<file path="src/rtl/motor_pkg.sv">
// Shared motor-path types and defaults: capture FSM states, tick constants,
// and the 10-bit motor-signal scale used by both the PWM generator and capture.
package motor_pkg;

  typedef enum logic [1:0] {ARM, WAIT_RISE, HIGH, LOW} pwmcap_state_t;

  localparam int CLK_PER_TICK_DEF  = 48;
  localparam int MIN_TICKS_DEF     = 1042;
  localparam int TIMEOUT_TICKS_DEF = 26042;
  localparam int MOTOR_SIG_W       = 10;
  localparam int MOTOR_SIG_MAX     = (1 << MOTOR_SIG_W) - 1;

  // 17-bit difference keeps the sign so pulses shorter than min_ticks clamp to 0.
  function automatic logic [MOTOR_SIG_W-1:0] pwm_scale(input logic [15:0] hi,
                                                       input logic [15:0] min_ticks);
    logic [16:0] diff;
    diff = {1'b0, hi} - {1'b0, min_ticks};
    if (diff[16])
      return '0;
    else if (diff > 17'(MOTOR_SIG_MAX))
      return '1;
    else
      return diff[MOTOR_SIG_W-1:0];
  endfunction

endpackage

</file>
<file path="src/rtl/pwm_sync_edge.sv">
// Two-flop synchronizer plus edge register for a slow asynchronous level input;
// produces registered one-cycle rise/fall pulses aligned with the level output.
module pwm_sync_edge (
  input  logic clk,
  input  logic reset,
  input  logic din,
  output logic primed,
  output logic level,
  output logic rise,
  output logic fall
);

  logic       s1, s2, s3;
  logic [2:0] prime_sr;

  // Edges are masked until the chain has filled after reset, so a pin that is
  // already high at reset release never looks like a fresh rise.
  always_ff @(posedge clk) begin
    if (reset) begin
      s1       <= 1'b0;
      s2       <= 1'b0;
      s3       <= 1'b0;
      prime_sr <= '0;
      rise     <= 1'b0;
      fall     <= 1'b0;
    end else begin
      s1       <= din;
      s2       <= s1;
      s3       <= s2;
      prime_sr <= {prime_sr[1:0], 1'b1};
      rise     <= prime_sr[2] & s2 & ~s3;
      fall     <= prime_sr[2] & ~s2 & s3;
    end
  end

  assign primed = prime_sr[2];
  assign level  = s3;

endmodule

</file>
<file path="src/rtl/pwm_capture.sv">
// Measures RC-style PWM high time and period in prescaled ticks and converts
// the high time to the 10-bit motor-signal scale, with a timeout-driven lost flag.
module pwm_capture
  import motor_pkg::*;
#(
  parameter int CLK_PER_TICK  = CLK_PER_TICK_DEF,
  parameter int MIN_TICKS     = MIN_TICKS_DEF,
  parameter int TIMEOUT_TICKS = TIMEOUT_TICKS_DEF
) (
  input  logic                   c50m,
  input  logic                   reset,
  input  logic                   PWMin,
  output logic [15:0]            HighTicks,
  output logic [15:0]            PeriodTicks,
  output logic [MOTOR_SIG_W-1:0] MotorSignalMeas,
  output logic                   SampleValid,
  output logic                   SignalLost,
  output pwmcap_state_t          state_dbg
);

  localparam int PW = (CLK_PER_TICK > 1) ? $clog2(CLK_PER_TICK) : 1;

  logic          primed, level, rise, fall;
  logic [PW-1:0] presc;
  logic          tick;
  logic [15:0]   hi_cnt, per_cnt, per_inc;
  logic          per_at_max, hi_at_max;
  pwmcap_state_t state, state_d;
  logic          clr_cnt, inc_hi, inc_per, complete, set_lost;

  pwm_sync_edge u_sync (
    .clk    (c50m),
    .reset  (reset),
    .din    (PWMin),
    .primed (primed),
    .level  (level),
    .rise   (rise),
    .fall   (fall)
  );

  assign tick       = (presc == PW'(CLK_PER_TICK - 1));
  assign per_at_max = (per_cnt == 16'(TIMEOUT_TICKS));
  assign hi_at_max  = (hi_cnt == 16'(TIMEOUT_TICKS));
  // Period includes a tick landing on the closing rise, matching how a tick on
  // the falling edge still counts toward the high time.
  assign per_inc    = (tick && !per_at_max) ? per_cnt + 16'd1 : per_cnt;
  assign state_dbg  = state;

  always_ff @(posedge c50m) begin
    if (reset || rise)
      presc <= '0;
    else if (tick)
      presc <= '0;
    else
      presc <= presc + PW'(1);
  end

  always_ff @(posedge c50m) begin
    if (reset)
      state <= ARM;
    else
      state <= state_d;
  end

  always_comb begin
    state_d  = state;
    clr_cnt  = 1'b0;
    inc_hi   = 1'b0;
    inc_per  = 1'b0;
    complete = 1'b0;
    set_lost = 1'b0;
    case (state)
      ARM: begin
        clr_cnt = 1'b1;
        if (primed && !level) state_d = WAIT_RISE;
      end
      WAIT_RISE: begin
        if (rise) begin
          clr_cnt = 1'b1;
          state_d = HIGH;
        end else begin
          inc_per  = tick;
          set_lost = per_at_max;
        end
      end
      HIGH: begin
        if (per_at_max) begin
          set_lost = 1'b1;
          state_d  = ARM;
        end else begin
          inc_hi  = tick;
          inc_per = tick;
          if (fall) state_d = LOW;
        end
      end
      LOW: begin
        if (rise) begin
          complete = 1'b1;
          clr_cnt  = 1'b1;
          state_d  = HIGH;
        end else if (per_at_max) begin
          set_lost = 1'b1;
          state_d  = ARM;
        end else begin
          inc_per = tick;
        end
      end
      default: state_d = ARM;
    endcase
  end

  always_ff @(posedge c50m) begin
    if (reset) begin
      hi_cnt  <= '0;
      per_cnt <= '0;
    end else if (clr_cnt) begin
      hi_cnt  <= '0;
      per_cnt <= '0;
    end else begin
      if (inc_hi && !hi_at_max) hi_cnt <= hi_cnt + 16'd1;
      if (inc_per && !per_at_max) per_cnt <= per_cnt + 16'd1;
    end
  end

  // SampleValid is a pure one-cycle strobe with no ready: the consumer must
  // capture HighTicks/PeriodTicks/MotorSignalMeas in the cycle it is high.
  always_ff @(posedge c50m) begin
    if (reset) begin
      HighTicks       <= '0;
      PeriodTicks     <= '0;
      MotorSignalMeas <= '0;
      SampleValid     <= 1'b0;
      SignalLost      <= 1'b1;
    end else begin
      SampleValid <= complete;
      if (complete) begin
        HighTicks       <= hi_cnt;
        PeriodTicks     <= per_inc;
        MotorSignalMeas <= pwm_scale(hi_cnt, 16'(MIN_TICKS));
        SignalLost      <= 1'b0;
      end else if (set_lost) begin
        SignalLost <= 1'b1;
      end
    end
  end

endmodule

</file>
<file path="config.mk">
export PLATFORM = sky130hd
export DESIGN_NAME = pwm_capture
export DESIGN_NICKNAME = d
export VERILOG_FILES = /design/src/rtl/motor_pkg.sv /design/src/rtl/pwm_sync_edge.sv /design/src/rtl/pwm_capture.sv
export SDC_FILE = /design/constraint.sdc
export NUM_CORES = 1
export LEC_CHECK = 0
export ABC_AREA = 1
export CORE_MARGIN = 3
export CORE_UTILIZATION = 46
export CTS_CLUSTER_SIZE = 14
export DETAILED_ROUTE_END_ITERATION = 8
export PLACE_DENSITY = 0.67
export SLEW_MARGIN = 5
export SYNTH_ARGS = -nofsm -noshare
export SYNTH_HDL_FRONTEND = slang
export SYNTH_SLANG_ARGS = --single-unit
</file>
<file path="constraint.sdc">
create_clock -name c50m -period 3.52 [get_ports c50m]
set_input_delay 0.704 -clock c50m [delete_from_list [all_inputs] [get_ports c50m]]
set_output_delay 0.704 -clock c50m [all_outputs]
set_load 0.02 [all_outputs]
</file>
**After elaboration in Yosys (flattened, before gate mapping)**

Cells that the tools add are included.

- Add/subtract/negate cells: 4
- Reductions and logical operators: 14
- Bitwise logic cells: 6
- Muxes and demuxes: 25
- $lt $le $gt $ge: 1
- Equality and inequality tests: 10

Operators by type and width:

| kind | number |
|---|---|
| adder 16 x 1 -> 16 bit (second input constant) | 2 |
| == test 16 x 15 -> 1 bit (second input constant) | 2 |
| 2-to-1 mux 10 bit | 2 |
| greater-than comparator 17 x 10 -> 1 bit (second input constant) | 1 |
| subtractor 16 x 11 -> 17 bit (second input constant) | 1 |
| 2-to-1 mux 16 bit | 1 |
| 2-to-1 mux 1 bit | 12 |
| 2-to-1 mux 2 bit | 6 |
| one-hot mux 2 bit (4 select lines) | 1 |
| adder 6 x 1 -> 6 bit (second input constant) | 1 |
| == test 6 bit (second input constant) | 1 |
| != test 3 x 2 -> 1 bit (second input constant) | 2 |
| one-hot mux 1 bit (3 select lines) | 2 |
| OR reduction 2 bit | 3 |
| bitwise AND 1 bit | 4 |
| == test 2 bit (second input constant) | 2 |
| logical AND 1 bit | 4 |
| AND reduction 4 bit | 1 |
| zero test 1 bit | 3 |
| == test 2 x 1 -> 1 bit (second input constant) | 1 |
| zero test 2 bit | 1 |
| != test 2 x 1 -> 1 bit (second input constant) | 1 |
| != test 2 bit (second input constant) | 1 |
| inverter 1 bit | 2 |
| other kinds (3) | 3 |

- Input bits: 3
- Register bits: 92
- Output and inout port bits: 46
- Word-level logic and storage cells: 76

**Longest topological paths before layout**

- Word-level depth: 6
- Gate-level depth with buffers: 14
- Depth with buffers taken out: 14

**Hierarchy**

A second synthesis with hierarchy kept.

- Cell total of the unflattened synthesis: 644
- Area total of the unflattened synthesis: 4,624.4 µm²

By module, submodules not included:

| module | times used | area an instance (µm²) | cells each | sequential area each (µm²) |
|---|---|---|---|---|
| pwm_capture | 1 | 4,391.7 | 618 | 1,681.6 |
| pwm_sync_edge | 1 | 232.7 | 26 | 160.2 |

**Worst setup path after synthesis**

Ideal clock, no wire load.

- Path kind: register to register
- Start point: register hi_cnt[1]
- End point: register MotorSignalMeas[1]
- Cell stages (with the launch flop): 14
- Period minus slack after synthesis: 1,775 ps
- Data arrival time: 1,641 ps
- Setup slack: 1,745 ps
- Buffers on the path: 0
- Cell sequence: dfxtp_1 -> inv_1 -> ha_1 -> inv_1 -> o21ai_1 -> nand2_1 -> nand2_1 -> nand2_1 -> nand2_1 -> nand3_1 -> nor2_4 -> nand3_1 -> nand2_1 -> a21oi_1

- Word-level cells in the longest chain between the ends: 4

Ends and longest elaborated chain:

| what | line | text |
|---|---|---|
| from (decl) | pwm_capture.sv:26 | `logic [15:0] hi_cnt, per_cnt, per_inc;` |
| from (signal assigned) | pwm_capture.sv:120 | `if (inc_hi && !hi_at_max) hi_cnt <= hi_cnt + 16'd1;` |
| subtractor 16 x 11 -> 17 bit (*) | motor_pkg.sv:17 | `diff = {1'b0, hi} - {1'b0, min_ticks};` |
| greater-than comparator 17 x 10 -> 1 bit | motor_pkg.sv:20 | `else if (diff > 17'(MOTOR_SIG_MAX))` |
| 2-to-1 mux 10 bit | motor_pkg.sv:20 |  |
| 2-to-1 mux 10 bit (*) | motor_pkg.sv:18 | `if (diff[16])` |
| to (signal assigned) | pwm_capture.sv:139 | `MotorSignalMeas <= pwm_scale(hi_cnt, 16'(MIN_TICKS));` |
| to (decl) | pwm_capture.sv:15 | `output logic [MOTOR_SIG_W-1:0] MotorSignalMeas,` |

Mark *: on every way between the ends. The rest lies on a longest branch, timed or not.
A chain may end at the register's enable or synchronous reset.

**Final worst setup path**

- Start point: register presc[0]
- End point: register per_cnt[15]

- Word-level cells in the longest chain between the ends: 5

Ends and longest elaborated chain:

| what | line | text |
|---|---|---|
| from (decl) | pwm_capture.sv:24 | `logic [PW-1:0] presc;` |
| from (signal assigned) | pwm_capture.sv:55 | `presc <= presc + PW'(1);` |
| == test 6 bit (*) | pwm_capture.sv:41 | `assign tick = (presc == PW'(CLK_PER_TICK - 1));` |
| 2-to-1 mux 1 bit | pwm_capture.sv:87, pwm_capture.sv:101 |  |
| 2-to-1 mux 1 bit | pwm_capture.sv:97 | `if (rise) begin` |
| one-hot mux 1 bit (3 select lines) (*) | pwm_capture.sv:72 | `case (state)` |
| logical AND 1 bit (*) | pwm_capture.sv:121 | `if (inc_per && !per_at_max) per_cnt <= per_cnt + 16'd1;` |
| to (signal assigned) | pwm_capture.sv:121 |  |
| to (decl) | pwm_capture.sv:26 |  |

Marked as above.

==> run metrics <==
status=finished clean; Synth Flop Type=dfxtp_1; vias in the first global route=3937; final setup TNS=0 ps; R2R setup slack=1080 ps; root cell of the clock tree=clkbuf_8; setup violators final=0; worst slew pin tran=650 ps; pin count of the biggest net entering global routing=53; Starting Density=47.8%; crit path DAT=2740 ps; fin crit share=69.2%; post-synth net total=660; worst hold-check path type=reg2reg; num ports=49; static leakage=0.00216 uW; CTS tree=built; hold_ws=405 ps; Clock Skew=16.4 ps; max_cap viols=0; Slew Limit Fails=0; Die X=107 um; # diodes=0; R2R cell count=9; Nets=698; Netlist Area Pre-Place=0.00471 sq mm; asr flop ratio synth=0%; Residual DRC=0; Worst-path clk slew=90 ps; post-synth top area cell=dfxtp_1; Placed Area=0.00526 sq mm; Critical path origin=presc[0]; vias per cell=5.12; insertion delay of the later-clocked pin in the worst-skew pair=370 ps; Util after Layout=55.2%; TritonCTS Buffers=9; Max Fclk=410 MHz; Area Overhead vs Synth=15.6%; top cells by area, synth=dfxtp_1 39%, nand2_1 11%, a21oi_1 6.4%; total number of yosys warnings=0; via count=4223; PD cells=352 mW/mm^2; mean post-synth cell area=7.26 sq um; # hold bufs at CTS=0; Setup Buffers After CTS=0; Routed WL=11200 um; die height=107 um; clk sinks=92; count leader, synth=nand2_1; row count=36; worst rel slew slack=56.6%; htree depth=3; crit end category=flop; Longest Clk Path Bufs=2; Overall Global Routing Usage=20.7%; Antenna Nets Post-Route=0; first-pass GRT wire length=19300 um; RSZ-0062 raised after global routing=no; port bufs=48; post-route minimum period=2440 ps; Max rail drop VDD=0.000146 V; core box area=0.00986 sq mm; Worst Setup Start Kind=flop; Synth top cells by count=134 x nand2_1, 92 x dfxtp_1, 60 x a21oi_1; crit path kind=reg2reg; Mapped Cells=649; Placer Congestion=0.879; grt total ovfl=0; Final Cell Area=0.00545 sq mm; FF+latch count, synth=92; Post-synth EDFFs=0; Routed wire per std cell=13.6 um; FF-to-FF End=per_cnt[15]; Final Hold Fails=0; Seq/Total Area, Yosys=39.1%; Unique masters post-synth=42; Worst Path Required=3820 ps; post-CTS sizing=0; Worst setup endpoint=per_cnt[15]; layout cells sized above 1=12.4%; DR pass1 iterations=5; DR iter-0 viols=289; worst r2r src=presc[0]; initial antenna violation count=0; HPWL Detailed=8040 um; Max FO, Critical Path=22; area fraction of the dominant cell type after synthesis=39.1%; total die area=0.0115 sq mm
[cells in the final DEF (no fill, tap or decap), types with 11 or more instances in the layout]
cell / netlist / routed
a21oi_1: 60 / 60
inv_1: 58 / 58
nor2_1: 52 / 51
clkdlybuf4s50_1: 0 / 48
nand3_1: 47 / 47
inv_2: 15 / 15
o21ai_0: 39 / 39
xor2_1: 19 / 19
dfxtp_1: 92 / 92
nand2_2: 11 / 11
nand2_1: 134 / 134
nor2_2: 11 / 12
[worst max-delay path, cell delays in order (launching register included)]
cell and delay, ps:
dfxtp_1 360, ha_1 200, nand4_1 130, nor2_1 320, nand2_4 220, inv_2 280, nand3_4 330, inv_2 260
o21ai_0 100, a21oi_1 160
[worst min path at each step]
stage	end	slack [ps]	depth (start not counted)	from
floorplan	u_sync.prime_sr[1]	390	2	u_sync.prime_sr[0]
global placement	u_sync.prime_sr[1]	390	2	u_sync.prime_sr[0]
detailed placement	u_sync.prime_sr[1]	390	2	u_sync.prime_sr[0]
CTS	u_sync.prime_sr[1]	410	2	u_sync.prime_sr[0]
global route	u_sync.prime_sr[2]	430	2	u_sync.prime_sr[1]
finish	u_sync.prime_sr[1]	400	2	u_sync.prime_sr[0]
[power by group]
| group | switching, uW | internal, uW |
|---|---|---|
| logic | 93.1 | 43.1 |
| clock network | 370 | 347 |
| registers | 10.8 | 1050 |
[registers in the layout, summed over array words and instances (netlist names), 2 cells and up]
name and cells:
HighTicks 16, PeriodTicks 16, hi_cnt 16, per_cnt 16, MotorSignalMeas 10, presc 6, u_sync.prime_sr 3, state_dbg 2
[layer usage]
layer / part of all wire [%] / GRT usage, % / vias to the layer above
met5: 0 / 0 / -
met4: 1.5 / 7.12 / 0
met3: 4.9 / 2.89 / 12
met2: 43 / 31.4 / 110
met1: 50 / 30.1 / 1918
li1: - / - / 2183
[kinds of logic (layout without fill, tap and decap cells)]
family	after synthesis	in the layout	synth area share [%]
and+or+nand+nor	295	295	30.2
DFF	92	92	39.1
AOI/OAI and AO/OA	133	133	15.7
xor gates and xnor gates	22	22	4.09
adders and majority gates	8	8	2.12
buffers and inverters	99	142	8.79
[stage by stage]
stage	cells	power, uW	setup slack [ps]
CTS	825	1930	1060
detailed placement	809	1220	940
finish	825	1920	1080
global placement	809	1220	980
floorplan	649	1180	1750
global route	825	1990	901
[layout make-up]
class,count,area (sq um)
clock inverter,4,48.8
clock buffer,12,145
timing repair buffer,51,503
sequential,92,1840
fill,954,4420
tap,133,166
inverter,75,284
multi-input combinational,458,2460
Note: power is estimated with default switching activity, not from simulation.
==> RTL change 1: new RTL, same settings <==
`MOTOR_SIG_W`: 10 -> 9.
--- a/src/rtl/motor_pkg.sv
+++ b/src/rtl/motor_pkg.sv
@@ -9,3 +9,3 @@
   localparam int TIMEOUT_TICKS_DEF = 26042;
-  localparam int MOTOR_SIG_W       = 10;
+  localparam int MOTOR_SIG_W       = 9;
   localparam int MOTOR_SIG_MAX     = (1 << MOTOR_SIG_W) - 1;
Interface: changed (resized MotorSignalMeas); port bits go from 49 to 48. The function was not compared with the original's and may differ.
==> RTL change 1 against the original RTL <==
Sequential cell count shrank 1. Die area is 0.43% lower. Area after synthesis is 0.45% lower. Sequential share of layout area shrank 0.47 points. Wire length increased by 2.1%. Final area up 0.32%. Clock skew is 0.0042 ns lower. Setup slack better by 0.28 ns. Clock power rose by 19%. Power is 7.7% higher. Largest cell class unchanged. Highest routed layer unchanged.
==> RTL change 1: results (changes against the original RTL) <==
global_routing:
  grt_pass1_wl_mm: 19.5  # was 19.3 mm
  grt_use_total_pct: 21.0  # was 20.7%
  grt_max_degree: 49  # was 53
  grt_pass1_vias: 3935  # was 3937
placement:
  globalplace.congestion: 0.926  # was 0.879
  dpl.hpwl_mm: 8.05  # was 8.04 mm
  dpl_worst_slack_ns: 1.10  # was 0.940 ns
  port_buffers: 47  # was 48
timing:
  relSlewSlack_pct: 27.8  # was 56.6%
  finClkSkew_ns: 0.0122  # was 0.0164 ns
pwr:
  leakagePower_uw: 0.00207  # was 0.00216 uW
  ir_drop_mv: 0.179  # was 0.146 mV
  switching_share_pct: 24.3  # was 24.7%
cts:
  numCtsBuffers: 9  # unchanged
  clockBufferDepth: 2  # unchanged
status:
  status: "complete, no violations"  # unchanged
finish:
  diodes: 0  # unchanged
  drive_gt1_share_pct: 10.7  # was 12.4%
  nFillCells: 951  # was 954
  nets: 696  # was 698
synthesis:
  syn_nets: 660  # unchanged
  netlist-cell-type-count: 40  # was 42
  ys_seq_area_share_pct: 38.8  # was 39.1%
  synth_area_leaders: "dfxtp_1 39%, nand2_1 9.7%, a21oi_1 7.0%"  # was dfxtp_1 39%, nand2_1 11%, a21oi_1 6.4%
drt:
  drtIter0Drc: 364  # was 289
  finalWirelength_mm: 11.4  # was 11.2 mm
  vias_per_cell: 5.25  # was 5.12
setup_path:
  crit_fanout: 16  # was 22
  crit_path_max_incr_delay_ns: 0.38  # was 0.36 ns
  cp.arrival_ns: 2.43  # was 2.74 ns
==> RTL change 1: per-stage QoR <==
step                      hold WS, ns  instances  utilization, %  total power [uW]  instance area, um^2
after floorplan                 0.388        649               -              1180                 4690
after global placement          0.389        807            53.0              1220                 5230
after detailed placement        0.394        807            53.0              1230                 5230
after CTS                       0.413        822            55.4              2080                 5470
after global routing            0.431        822            55.4              2140                 5470
final                           0.416        822            55.4              2060                 5470
==> RTL change 1: worst reg2reg max path: cells and delay by family, from the launching register on <==
family,cells,cell delay (ns)
AO/OA/AOI/OAI,2,0.23
buffers and inverters,2,0.38
adder cells (fa/ha/maj),1,0.25
flip-flops,1,0.38
AND/OR/NAND/NOR,6,0.82
==> RTL change 1: kinds of logic (layout without fill, tap and decap cells) <==
family | Yosys count | after routing | share of synthesized area, %
adders and majority gates | 8 | 8 | 2.13
and+or+nand+nor | 279 | 279 | 28.3
AOI/OAI and AO/OA | 144 | 144 | 16.8
xor gates and xnor gates | 26 | 26 | 5.01
DFF | 91 | 91 | 38.8
buffers and inverters | 101 | 141 | 8.93
==> RTL change 1: cell type report <==
type | instances | share of cell area (%)
tap | 133 | 3.04
timing repair buffer | 51 | 9.16
clock buffer | 9 | 2.27
sequential | 91 | 33.3
multi-input combinational | 457 | 44.9
inverter | 75 | 5.20
clock inverter | 6 | 2.08
==> RTL change 1: metal layers <==
layer	up-vias	track usage [%]	share of wire, %
met3	21	3.97	5.0
met5	-	0	0
li1	2194	-	-
met4	0	6.12	2.0
met1	1973	31.1	51
met2	125	31.1	42
==> RTL change 1: final timing paths <==
kind | start | to | slack [ns] | cells past startpoint
worst max-delay path | per_cnt[0] | hi_cnt[8] | 1.36 | 11
worst min-delay path | u_sync.s1 | u_sync.s2 | 0.42 | 2
worst max register to register | per_cnt[0] | hi_cnt[8] | 1.36 | 11
worst min register to register | u_sync.s1 | u_sync.s2 | 0.42 | 2
==> RTL change 1: power groups by stage <==
stage	Sequential [uW]	Clock [uW]	Combinational [uW]
2_1_floorplan	1080	0	103
3_3_place_gp	1070	0	150
3_5_place_dp	1070	0	155
4_1_cts	1050	875	156
5_1_grt	1050	915	175
6_report	1050	857	155
==> RTL change 2: new RTL, config.mk and constraints unchanged <==
Made on the original files. Remove the register `SampleValid`: a continuous assignment takes its place, so the output `SampleValid` follows one clock earlier. Comments in the files are not updated.
--- a/src/rtl/pwm_capture.sv
+++ b/src/rtl/pwm_capture.sv
@@ -131,6 +131,4 @@
       MotorSignalMeas <= '0;
-      SampleValid     <= 1'b0;
       SignalLost      <= 1'b1;
     end else begin
-      SampleValid <= complete;
       if (complete) begin
@@ -146,2 +144,4 @@
 
+  assign SampleValid = complete;
+
 endmodule
Behaviour: not the same (Yosys sat finds a counterexample within 10 cycles, from zero or initial values and one cycle with reset high).
==> RTL change 2 against the original RTL <==
Area after synthesis fell by 0.88%. Power rose by 5.7%. Register-to-register slack improved by 0.06 ns. Maximum frequency fell by 6.8%. Setup slack got worse by 0.18 ns. Core utilization barely moved. Sequential share of layout area fell by 0.19 points. Final area fell by 0.53%. Wire length rose by 1.9%. Clock power rose by 0.7%. Sequential cell count fell by 1. Largest power group unchanged. Highest routed layer unchanged.
==> RTL change 2: results (changes against the original RTL) <==
setup_path:
  crit_path_max_incr_delay_ns: 0.67  # was 0.36 ns
  cpMaxStageDelayCell: "clkdlybuf4s50_1"  # was dfxtp_1
  crit_fanout: 16  # was 22
  r2r_start: "per_cnt[0]"  # was presc[0]
  cp.arrival_ns: 1.91  # was 2.74 ns
  r2r_cells: 11  # was 9
  ff2ff_setup_slack_ns: 1.14  # was 1.08 ns
drt:
  drtIter0Drc: 205  # was 289
  dr.pass1.iters: 6  # was 5
  finalWirelength_mm: 11.4  # was 11.2 mm
pwr:
  clkPwrFrac_pct: 35.7  # was 37.5%
  p_int_uw: 1470  # was 1440 uW
  leakagePower_uw: 0.00210  # was 0.00216 uW
  power_frac_comb_pct: 11.6  # was 7.1%
synthesis:
  synth-adder-area-share_pct: 2.14  # was 2.12%
  syn_nets: 661  # was 660
  synth-xor-area-share_pct: 4.50  # was 4.09%
  ys_seq_area_share_pct: 39.0  # was 39.1%
  netlist-cell-type-count: 39  # was 42
cts:
  clk_latency_ns: 0.35  # was 0.37 ns
placement:
  globalplace.congestion: 0.908  # was 0.879
  dpl.hpwl_mm: 8.28  # was 8.04 mm
timing:
  relSlewSlack_pct: 52.8  # was 56.6%
  finClkSkew_ns: 0.00817  # was 0.0164 ns
global_routing:
  grt_pass1_vias: 4157  # was 3937
  grt_max_degree: 44  # was 53
  grt_use_total_pct: 20.7  # about the same
  grt_pass1_wl_mm: 19.5  # was 19.3 mm
finish:
  nFillCells: 1017  # was 954
min_path:
  min_from: "u_sync.s1"  # was u_sync.prime_sr[0]
  min_to: "u_sync.s2"  # was u_sync.prime_sr[1]
status:
  status: "complete, no violations"  # unchanged
## RTL change 2: worst max-delay path by stage
stage,from,end,depth (start not counted)
global route,state_dbg[0],SampleValid,3
floorplan,state_dbg[0],SampleValid,4
detailed placement,per_cnt[0],per_cnt[1],11
CTS,state_dbg[0],SampleValid,3
global placement,per_cnt[0],per_cnt[15],11
finish,state_dbg[0],SampleValid,3
## RTL change 2: kinds of logic after synthesis
family	Yosys count
xor+xnor	24
compound gates	132
fa+ha+maj	8
buf+inv	95
flops	91
simple gates	300
## RTL change 2: layout make-up
cell class                      count  share of cell area (%)
Multi-Input combinational cell    464                    45.4
Sequential cell                    91                    33.6
Timing Repair Buffer               52                    9.42
Inverter                           69                    4.80
Tap cell                          133                    3.07
Clock buffer                       11                    2.61
Clock inverter                      5                    1.11
## RTL change 2: per-stage QoR
step	total power (uW)	worst slack (ns)	instance area, um^2	hold WS [ns]	cells
after global placement	1320	1.29	5220	0.393	809
after floorplan	1250	1.46	4670	0.388	650
after detailed placement	1330	1.18	5220	0.401	809
after CTS	2050	0.882	5420	0.407	825
final	2030	0.906	5420	0.406	825
after global routing	2120	0.776	5420	0.410	825
## RTL change 2: worst max-delay path, delay by kind of cell (launching register included)
kind	cells	cell delay (ns)
buffers and inverters	1	0.67
flip-flops	1	0.46
AND/OR/NAND/NOR	2	0.43
## RTL change 2: layer usage
layer	up-vias	part of all wire (%)	track usage, %
met4	0	1.7	7.40
met1	2012	43	25.7
met2	94	51	36.0
met3	20	4.0	3.67
li1	2198	-	-
met5	-	0	0
